==> src/rtl/mem_port_arbiter.sv <==
// ---------------------------------------------------------------------------
// MemPortArbiter
// Shares the single SDRAM controller line-transfer interface between
// NUM_PORTS cache-style requesters. Each requester keeps its req level and
// command stable until it sees a one-cycle ready pulse. The arbiter latches
// the winner's command, holds it on the controller interface until
// mem_ready, then pulses the winner's ready with the registered read line.
// Arbitration is fixed priority (port 0 highest) or round-robin, chosen by
// RR_MODE.
//
// Ports:
//   i_clk, i_rst_n      clock (rising edge) and asynchronous active-low reset
//   i_port_req          per-port request level
//   i_port_wren         per-port write (1) / read (0)
//   i_port_address      packed line addresses, port i at [i*ADDR_W +: ADDR_W]
//   i_port_wdata        packed write lines, port i at [i*DATA_W +: DATA_W]
//   o_port_ready        one-cycle completion pulse, one-hot or zero
//   o_port_rdata        last read line, valid with the matching ready pulse
//   o_mem_req           request to the SDRAM controller
//   o_mem_wren          write flag to the controller
//   o_mem_address       line address to the controller
//   o_mem_wdata         write line to the controller
//   i_mem_ready         controller completion pulse
//   i_mem_rdata         read line from the controller
//   o_grant_id          index of the current or last granted port
//   o_busy              high whenever a transfer is in progress
// ---------------------------------------------------------------------------
module mem_port_arbiter #(
   parameter  int NUM_PORTS = 2,
   parameter  int ADDR_W    = 14,
   parameter  int DATA_W    = 64,
   parameter  int RR_MODE   = 1,
   localparam int GW        = (NUM_PORTS > 1) ? $clog2(NUM_PORTS) : 1
) (
   input  logic                        i_clk,
   input  logic                        i_rst_n,
   input  logic [NUM_PORTS-1:0]        i_port_req,
   input  logic [NUM_PORTS-1:0]        i_port_wren,
   input  logic [NUM_PORTS*ADDR_W-1:0] i_port_address,
   input  logic [NUM_PORTS*DATA_W-1:0] i_port_wdata,
   output logic [NUM_PORTS-1:0]        o_port_ready,
   output logic [DATA_W-1:0]           o_port_rdata,
   output logic                        o_mem_req,
   output logic                        o_mem_wren,
   output logic [ADDR_W-1:0]           o_mem_address,
   output logic [DATA_W-1:0]           o_mem_wdata,
   input  logic                        i_mem_ready,
   input  logic [DATA_W-1:0]           i_mem_rdata,
   output logic [GW-1:0]               o_grant_id,
   output logic                        o_busy
);

   typedef enum logic [1:0] {
      ST_IDLE,
      ST_ISSUE,
      ST_DONE
   } state_t;

   state_t                r_state;
   state_t                w_nextState;

   logic [GW-1:0]         r_grant;
   logic [GW-1:0]         r_lastGrant;
   logic                  r_memReq;
   logic                  r_memWren;
   logic [ADDR_W-1:0]     r_memAddr;
   logic [DATA_W-1:0]     r_memWdata;
   logic [DATA_W-1:0]     r_portRdata;
   logic [NUM_PORTS-1:0]  r_portReady;
   logic                  r_busy;

   logic                  w_anyReq;
   logic                  w_found;
   logic [GW-1:0]         w_winner;
   logic [GW:0]           w_idx;
   logic [ADDR_W-1:0]     w_addrArr [NUM_PORTS];
   logic [DATA_W-1:0]     w_wdataArr[NUM_PORTS];

   // Unpack the flat port buses so the winner can be selected by index.
   for (genvar g = 0; g < NUM_PORTS; g++) begin : g_unpack
      assign w_addrArr[g]  = i_port_address[g*ADDR_W +: ADDR_W];
      assign w_wdataArr[g] = i_port_wdata[g*DATA_W +: DATA_W];
   end

   // Winner search. Round-robin starts one past the last grant and wraps;
   // the candidate index is kept one bit wider so the wrap is a single
   // conditional subtract rather than a modulo.
   always_comb begin
      w_anyReq = |i_port_req;
      w_found  = 1'b0;
      w_winner = '0;
      w_idx    = '0;
      for (int k = 0; k < NUM_PORTS; k++) begin
         if (RR_MODE != 0) begin
            w_idx = {1'b0, r_lastGrant} + (GW+1)'(k + 1);
            if (w_idx >= (GW+1)'(NUM_PORTS)) begin
               w_idx = w_idx - (GW+1)'(NUM_PORTS);
            end
         end else begin
            w_idx = (GW+1)'(k);
         end
         if (!w_found && i_port_req[w_idx[GW-1:0]]) begin
            w_found  = 1'b1;
            w_winner = w_idx[GW-1:0];
         end
      end
   end

   // Next-state logic. A granted transfer always runs to completion, even
   // if the requester drops req, and mem_ready only counts while issuing.
   always_comb begin
      w_nextState = r_state;
      case (r_state)
         ST_IDLE:  if (w_anyReq)    w_nextState = ST_ISSUE;
         ST_ISSUE: if (i_mem_ready) w_nextState = ST_DONE;
         ST_DONE:                   w_nextState = ST_IDLE;
         default:                   w_nextState = ST_IDLE;
      endcase
   end

   // State register.
   always_ff @(posedge i_clk or negedge i_rst_n) begin
      if (!i_rst_n) begin
         r_state <= ST_IDLE;
      end else begin
         r_state <= w_nextState;
      end
   end

   // Datapath and registered outputs. mem_req and busy are computed from the
   // next state so they change on the same edge as the state itself.
   always_ff @(posedge i_clk or negedge i_rst_n) begin
      if (!i_rst_n) begin
         r_grant     <= '0;
         r_lastGrant <= GW'(NUM_PORTS - 1);
         r_memReq    <= 1'b0;
         r_memWren   <= 1'b0;
         r_memAddr   <= '0;
         r_memWdata  <= '0;
         r_portRdata <= '0;
         r_portReady <= '0;
         r_busy      <= 1'b0;
      end else begin
         r_portReady <= '0;
         r_memReq    <= (w_nextState == ST_ISSUE);
         r_busy      <= (w_nextState != ST_IDLE);
         case (r_state)
            ST_IDLE: begin
               if (w_anyReq) begin
                  r_grant     <= w_winner;
                  r_lastGrant <= w_winner;
                  r_memWren   <= i_port_wren[w_winner];
                  r_memAddr   <= w_addrArr[w_winner];
                  r_memWdata  <= w_wdataArr[w_winner];
               end
            end
            ST_ISSUE: begin
               if (i_mem_ready) begin
                  if (!r_memWren) begin
                     r_portRdata <= i_mem_rdata;
                  end
                  r_portReady <= NUM_PORTS'(1) << r_grant;
               end
            end
            default: begin
            end
         endcase
      end
   end

   assign o_port_ready  = r_portReady;
   assign o_port_rdata  = r_portRdata;
   assign o_mem_req     = r_memReq;
   assign o_mem_wren    = r_memWren;
   assign o_mem_address = r_memAddr;
   assign o_mem_wdata   = r_memWdata;
   assign o_grant_id    = r_grant;
   assign o_busy        = r_busy;

endmodule

==> config.mk <==
export PLATFORM = sky130hd
export DESIGN_NAME = mem_port_arbiter
export DESIGN_NICKNAME = d
export VERILOG_FILES = /design/src/rtl/mem_port_arbiter.sv
export SDC_FILE = /design/constraint.sdc
export NUM_CORES = 1
export LEC_CHECK = 0
export ABC_CLOCK_PERIOD_IN_PS = 1900
export CAP_MARGIN = 20
export CORE_MARGIN = 2
export CORE_UTILIZATION = 25
export CTS_CLUSTER_SIZE = 24
export DETAILED_ROUTE_END_ITERATION = 10
export DONT_BUFFER_PORTS = 1
export PLACE_DENSITY = 0.41
export SLEW_MARGIN = 0
export SYNTH_ARGS = -nofsm -noshare
export SYNTH_HDL_FRONTEND = slang
export SYNTH_SLANG_ARGS = --single-unit
export TNS_END_PERCENT = 30
==> constraint.sdc <==
create_clock -name i_clk -period 1.9 [get_ports i_clk]
set_input_delay 0.38 -clock i_clk [delete_from_list [all_inputs] [get_ports i_clk]]
set_output_delay 0.38 -clock i_clk [all_outputs]
set_load 0.02 [all_outputs]
---- Word-level counts from Yosys, hierarchy flattened ----
Index checks and enable logic that the tools add are counted.
word-level totals
  register bits ........................... 151
  input port bits ......................... 227
  output and inout port bits .............. 148
  word-level logic and storage cells ...... 54
operators by class
  $add $sub $neg .......................... 4
  order comparisons ....................... 6
  eq/ne operators ......................... 2
  shifts and indexed selects .............. 1
  mux-type cells .......................... 22
  bitwise logic cells ..................... 2
  reduce and logical (&&, ||, !) cells .... 7
operators by type and width
  operator                                             count
  2-to-1 mux 64 bit                                    3
  2-to-1 mux 14 bit                                    3
  2-to-1 mux 1 bit                                     11
  2-to-1 mux 2 bit                                     4
  >= comparator 2 bit, second input constant           3
  < comparator 1 x 2 -> 1 bit, second input constant   3
  equality test 2 x 1 -> 1 bit, second input constant  2
  case mux 2 bit (2 select lines)                      1
  AND reduction 3 bit                                  1
  adder 1 x 1 -> 2 bit, second input constant          1
  adder 1 x 2 -> 2 bit, second input constant          1
  zero test 2 bit                                      1
  NOT 1 -> 2 bit                                       1
  AND reduction 2 bit                                  1
  nonzero test 2 bit                                   1
  OR reduction 2 bit                                   1
  left shift 1 x 1 -> 2 bit, first input constant      1
  subtractor 1 bit, second input constant              2
  logical AND 1 bit                                    1
  zero test 1 bit                                      1
  NOT 1 bit                                            1

---- Depth between registers and ports, before layout ----
Gate-level depths: netlist of run 1.
  depth after elaboration ................. 13
  depth in mapped cells ................... 5
  depth with buffers taken out ............ 3

---- Least setup slack after synthesis of run 1 ----
OpenSTA, ideal clock, no wires.
  path kind ............................... input to register
  from .................................... input i_port_req[1]
  to ...................................... register r_memWdata[39], in the netlist o_mem_wdata[39]
  library setup time ...................... 0.125 ns
  data arrival time ....................... 1.410 ns
  required time ........................... 1.775 ns
  path slack .............................. 0.365 ns
  stages .................................. 5
  buffers on the path ..................... 2
  cells stage by stage .................... a21boi_2 buf_6 buf_6 mux2_4 mux2_4
between the ends
  longest elaborated chain between the ends .. 10
  elaborated cells between the ends (all ways) .. 15
  classes of those cells .................. mux: 10; bitwise: 1; reduce/logical: 4
ends and longest elaborated chain
  element                                               RTL line  RTL
  start: declaration                                    37        input logic [NUM_PORTS-1:0] i_port_req,
  2-to-1 mux 1 bit (not written as such) (2 in a row)   102       if (!w_found && i_port_req[w_idx[GW-1:0]]) begin
  2-to-1 mux 1 bit                                      102
  zero test 1 bit                                       102
  logical AND 1 bit                                     102
  2-to-1 mux 1 bit                                      102
  NOT 1 -> 2 bit (not written as such)                  154       r_memWdata <= w_wdataArr[w_winner];
  2-to-1 mux 64 bit (not written as such) (3 in a row)  154
  end signal: assignment                                154
  end: declaration                                      67        logic [DATA_W-1:0] r_memWdata;
Several ways; a longest one is shown, not always the timed one. The select of a mux whose other input is x is not followed.
A chain may end at the register's enable or synchronous reset.

---- Final worst setup path of run 1 ----
  from .................................... register r_state[1]
  to ...................................... register r_portRdata[3], in the netlist o_port_rdata[3]
between the ends
  longest elaborated chain between the ends .. 2
ends and longest elaborated chain
  element                        RTL line  RTL
  start: declaration             59        state_t r_state;
  start signal: assignment       126       r_state <= w_nextState;
  equality test 2 x 1 -> 1 bit   147       case (r_state)
  AND reduction 3 bit (no line)  -
  end signal: assignment         160       r_portRdata <= i_mem_rdata;
  end: declaration               68        logic [DATA_W-1:0] r_portRdata;
Every way passes these cells.

==> results of run 1 <==
per-layer routing:
metal	vias to the layer above	global-route usage	routed length [um]
met5	-	0	0
met2	221	0.181	8280
met3	8	0.0479	1810
met4	0	0.0347	176
met1	1752	0.118	6140
li1	1493	-	-
cells in the final DEF (no fill, tap or decap), types with 3 or more instances in the layout:
cell type / count
buf_12: 7
buf_4: 8
mux2_1: 33
inv_8: 3
inv_6: 5
dfrtp_1: 150
and2_1: 3
nor2_1: 3
clkbuf_16: 17
mux2_4: 156
mux2_2: 35
worst max-delay path: cells and delay by family (launching register included):
kind	cells	cell delay, ns
DFF	1	0.42
and+or+nand+nor	2	0.56
muxes	1	0.34
buffers and inverters	1	0.23
metrics by stage:
stage	setup WS (ns)	area [um2]
6_report	0.206	8260
5_1_grt	0.128	8260
4_1_cts	0.178	8260
3_5_place_dp	0.185	7670
3_3_place_gp	0.215	7670
2_1_floorplan	0.365	7250
state kept, by name, indices dropped and copies added, names as in the netlist:
name           cells
o_mem_address     14
o_port_rdata      64
o_grant_id         1
o_busy             1
o_mem_req          1
r_state            2
r_lastGrant        1
o_mem_wren         1
o_mem_wdata       64
o_port_ready       2
area by class of cell:
type,instances,area [um2],share of cell area
Sequential cell,151,3780,0.458
Multi-Input combinational cell,236,3200,0.388
Tap cell,384,480,0.0582
Clock buffer,17,425,0.0515
Timing Repair Buffer,15,200,0.0242
Clock inverter,15,161,0.0196
Inverter,1,3.75,0.000455
power groups by stage:
| stage | combinational, W | sequential [W] | clock [W] |
|---|---|---|---|
| floorplan | 0.00317 | 0.00767 | 0 |
| global placement | 0.00340 | 0.00829 | 0 |
| detailed placement | 0.00356 | 0.00824 | 0 |
| CTS | 0.00356 | 0.00821 | 0.00359 |
| global route | 0.00376 | 0.00836 | 0.00373 |
| finish | 0.00348 | 0.00815 | 0.00341 |
cell families after synthesis:
| family | Yosys count |
|---|---|
| mux | 224 |
| flops | 151 |
| buf+inv | 24 |
| simple gates | 11 |
| compound gates | 1 |
worst min-delay path by stage:
stage,from,to,cells after the start
after floorplan,i_rst_n,o_busy,0
after global placement,i_rst_n,o_port_rdata[51],0
after detailed placement,i_rst_n,o_port_rdata[51],0
after CTS,i_rst_n,o_port_rdata[51],0
after global routing,i_rst_n,o_port_rdata[7],0
final,i_rst_n,o_port_rdata[7],0
==> summary.txt, run 1 <==
status: finished with violations
failing checks: hold timing
xor/xnor share of the synthesized area: 0
Synth async-reset ratio: 1.00
arrival time at the worst endpoint: 1.98 ns
# IOs: 375
Yosys reg bits: 151
crit start category: flop
port bufs: 0
multiplexer share of the synthesized area: 0.429
Final Max Tran Viols: 0
CTS sink count: 151
Row Count: 62
most common library cells after synthesis: 156 x mux2_4, 150 x dfrtp_1, 35 x mux2_2
leak pwr: 3.69 nW
Post-CTS Setup Bufs: 0
Mapped Cells: 411
Power Internal: 0.00910 W
Least-Margin Pin Slew: 0.359 ns
area of the die: 30400 um2
clk root buf: clkbuf_16
Synth Flop Type: dfrtp_1
Syn. warnings: 0
CP Capture Type: flop
number of global-route vias before repair: 3886
Highest Clock Rate: 590 MHz
gr usage total: 0.106
Residual DRC: 0
final core utilization: 0.288
CP startpoint: r_state[1]
Die X: 174 um
Max clock buf depth: 2
htree depth: 4
Hold Slack: -0.350 ns
grt total ovfl: 0
adder-cell share of the synthesized area: 0
Peak VDD IR: 578 uV
worst hold path class: in2async
final setup fails: 0
antenna-violating nets left: 0
vias per cell: 4.24
crit path to: o_port_rdata[3]
first-pass GRT wire length: 24400 um
P&R area growth vs syn: 13.9%
worst-path cell chain: nand3b_2 -> nor2_4 -> buf_12 -> mux2_1
Reg2Reg Launch Point: r_state[1]
Sequential Power Share: 0.542
DR vias: 3474
Clock Skews: 0.00675 ns
largest family of logic cells by synthesized area: multiplexers
CP required: 2.19 ns
setup TNS: 0 ns
Syn Nets: 638
Clock Latency Late Sink: 0.41 ns
Final HPWL DP: 12000 um
period utilisation layout: 0.892
TritonCTS clock tree: done
Routed Wire Length: 16400 um
initial core utilization: 0.253
post-placement cell count: 787
n_diodes: 0
Yosys cell types: 18
WL/cell: 20.0 um
minimum clock period: 1.69 ns
Crit Path Max Fanout: 24
Net Switching: 0.00594 W
Synth Area in Compound Gates: 0.00155
Final Hold Viols: 151
slew margin rel.: 0.761
Area contributors post-synth: dfrtp_1 52%, mux2_4 32%, mux2_2 5.4%, mux2_1 5.1%, buf_8 1.4%
Pwr per Cell Area: 1820 nW/um2
initial antenna violation count: 0
switching share of power: 0.395
largest area contributor in the netlist: dfrtp_1
TritonCTS buffer count: 17
CTS resizes: 0
area share of the largest cell type after synthesis: 0.518
Initial DRT Pass Iterations: 3
Iter 0 DRT Violations: 102
reg2reg path depth: 4
fin nets: 649
Die Ht: 174 um
FF-to-FF setup slack: 0.21 ns
Avg Cell Area, Syn: 17.6 um2
routability cong.: 0.725
Setup CP Type: reg2reg
largest net degree at the start of global routing: 152
most frequent cell after synthesis: mux2_4
Slowest-stage cell, CP: dfrtp_1
Clock Pin Slew Worst Setup and Hold Paths: 0.07 ns
Layout fillers: 2837
clock share of power: 0.227
number of flops mapped to enable cells by yosys: 0
r2r endpoint: o_port_rdata[3]
Comb power frac: 0.231
Synth Area in Simple Gates: 0.0107
RSZ-0062 raised after global routing: false
mapped cell area: 7250 um2
core area: 28600 um2
Max Cap Violations: 0
layout cell share with drive strength beyond 1: 0.559
post-synthesis sequential area ratio: 0.521
Tot Pwr: 0.0150 W
max incr delay on CP: 0.42 ns
final std cells w/o fill: 819
Power figures use the tool's default switching activity.
==> run 2: changes to the inputs <==
--- a/config.mk
+++ b/config.mk
@@ -7,12 +7,13 @@
 export LEC_CHECK = 0
 export ABC_CLOCK_PERIOD_IN_PS = 1900
 export CAP_MARGIN = 20
+export CELL_PAD_IN_SITES_DETAIL_PLACEMENT = 1
+export CELL_PAD_IN_SITES_GLOBAL_PLACEMENT = 2
 export CORE_MARGIN = 2
 export CORE_UTILIZATION = 25
-export CTS_CLUSTER_SIZE = 24
 export DETAILED_ROUTE_END_ITERATION = 10
 export DONT_BUFFER_PORTS = 1
-export PLACE_DENSITY = 0.41
+export PLACE_DENSITY = 0.56
 export SLEW_MARGIN = 0
 export SYNTH_ARGS = -nofsm -noshare
 export SYNTH_HDL_FRONTEND = slang
==> run 2 against run 1 <==
  * The run still ends with hold timing left
  * Via count decreased by 0.83%
  * Clock skew hardly changed
  * Utilization fell by 0.31 points
  * Critical endpoint is now o_mem_wdata[47]
  * Largest power group unchanged
==> summary.txt, run 2 (synthesis gave the netlist of run 1 again) <==
CTS sink count: 151 (unchanged)
Reg2Reg Launch Point: r_lastGrant
met1 wire length: 6500 um (+5.8%)
Row Count: 62 (unchanged)
Pwr per Cell Area: 1810 nW/um2 (-0.45%)
largest net degree at the start of global routing: 152 (unchanged)
n_diodes: 0 (unchanged)
htree depth: 4 (unchanged)
Iter 0 DRT Violations: 62 (-39%)
most common cell after layout, fill and taps aside: mux2_4
Final HPWL DP: 12300 um (+2.6%)
failing checks: hold timing
# IOs: 375 (unchanged)
final core utilization: 0.285 (-0.00306)
Routed Wire Length: 16700 um (+2.1%)
CP required: 2.19 ns (about the same)
TritonCTS clock tree: done
Clock Pin Slew Worst Setup and Hold Paths: 0.07 ns (about the same)
met3 WL: 1740 um (-3.7%)
Final Cell Area: 8170 um2 (-1.1%)
WL/cell: 20.6 um (+2.7%)
grt total ovfl: 0 (unchanged)
fin nets: 645 (-0.62%)
number of global-route vias before repair: 3934 (+1.2%)
final setup fails: 0 (unchanged)
multi-input combinational cell area: 3200 um2 (unchanged)
Die Ht: 174 um (unchanged)
leak pwr: 3.64 nW (-1.3%)
RSZ-0062 raised after global routing: false
Residual DRC: 0 (unchanged)
Highest Clock Rate: 573 MHz (-2.9%)
first-pass GRT wire length: 25200 um (+3.3%)
Final Hold Viols: 151 (unchanged)
CP startpoint: r_lastGrant
vias per cell: 4.23 (-0.23%)
arrival time at the worst endpoint: 2.04 ns (+0.06 ns)
Die X: 174 um (unchanged)
slew margin rel.: 0.745 (-0.0155)
minimum clock period: 1.75 ns (+0.0514 ns)
initial antenna violation count: 1 (+1)
Top Layer Used: met4
worst hold path class: in2async
Least-Margin Pin Slew: 0.382 ns (+0.0232 ns)
gr usage total: 0.109 (+0.00263)
port bufs: 0 (unchanged)
WL met2: 8310 um (+0.33%)
post-route setup slack: 0.154 ns (-0.0514 ns)
core area: 28600 um2 (unchanged)
initial core utilization: 0.253 (unchanged)
antenna-violating nets left: 0 (unchanged)
FF+latch area: 3780 um2 (unchanged)
setup TNS: 0 ns (unchanged)
clk root buf: clkbuf_16
crit start category: flop
placed cell areas: 7630 um2 (-0.55%)
pre-CTS WS: 0.146 ns (-0.0393 ns)
Crit Path Max Fanout: 45 (+88%)
CP Capture Type: flop
Clock Latency Late Sink: 0.41 ns (about the same)
Hold Slack: -0.344 ns (+0.00508 ns)
DR vias: 3445 (-0.83%)
routability cong.: 0.702 (-3.2%)
layout cell share with drive strength beyond 1: 0.553 (-0.00513)
Layout fillers: 2976 (+4.9%)
area of the die: 30400 um2 (unchanged)
Clock Skews: 0.00635 ns (-0.000399 ns)
Peak VDD IR: 571 uV (-1.2%)
Post-CTS Setup Bufs: 0 (unchanged)
Max Cap Violations: 0 (unchanged)
most frequent cells in the layout: 156 x mux2_4, 150 x dfrtp_1, 35 x mux2_2, 33 x mux2_1, 17 x clkbuf_16
status: finished with violations
period utilisation layout: 0.919 (+0.0271)
Final Max Tran Viols: 0 (unchanged)
P&R area growth vs syn: 12.6%
Setup CP Type: reg2reg
Initial DRT Pass Iterations: 4 (+1)
TritonCTS buffer count: 17 (unchanged)
Max clock buf depth: 2 (unchanged)
CTS resizes: 0 (unchanged)
-- run 2: cell count changes in the layout (fill, tap and decap cells not counted), sizes merged --
cell	change
buf	-4
bufinv	-1
clkinv	-1
clkinvlp	+1
-- run 2: worst paths after layout --
check,endpoint,slack [ns],cells after the start
setup / recovery,o_mem_wdata[47],0.15,4
hold / removal,o_port_rdata[60],-0.34,0
setup reg to reg,o_mem_wdata[47],0.15,4
hold reg to reg,o_busy,0.56,1
max in group asynchronous,r_lastGrant,2.01,0
min in group i_clk,o_port_rdata[59],0.09,1
-- run 2: per-stage QoR --
stage          total power [W]  cells
2_1_floorplan           0.0108    411
3_3_place_gp            0.0117    783
3_5_place_dp            0.0118    783
4_1_cts                 0.0151    814
5_1_grt                 0.0156    814
6_report                0.0148    814
-- run 2: where the power goes --
part           leakage, nW  internal, W  total, W  switching, W
clock network        0.261      0.00170   0.00317       0.00147
logic                 1.60      0.00238   0.00344       0.00106
registers             1.78      0.00482   0.00820       0.00338
-- run 2: layout make-up --
| class | count | share of cell area |
|---|---|---|
| Timing Repair Buffer | 11 | 0.0193 |
| Sequential cell | 151 | 0.463 |
| Multi-Input combinational cell | 236 | 0.392 |
| Clock buffer | 17 | 0.0521 |
| Tap cell | 384 | 0.0588 |
| Clock inverter | 14 | 0.0142 |
| Inverter | 1 | 0.000460 |
-- run 2: routing by layer --
| metal | global-route usage | up-vias |
|---|---|---|
| met5 | 0 | - |
| met4 | 0.0333 | 0 |
| met3 | 0.0512 | 11 |
| met2 | 0.181 | 224 |
| met1 | 0.124 | 1724 |
| li1 | - | 1486 |
-- run 2: worst max-delay path, stage by stage, from the launching register on --
cell	delay, ns
dfstp_2	0.38
a21boi_4	0.22
buf_12	0.33
mux2_2	0.38
mux2_2	0.26
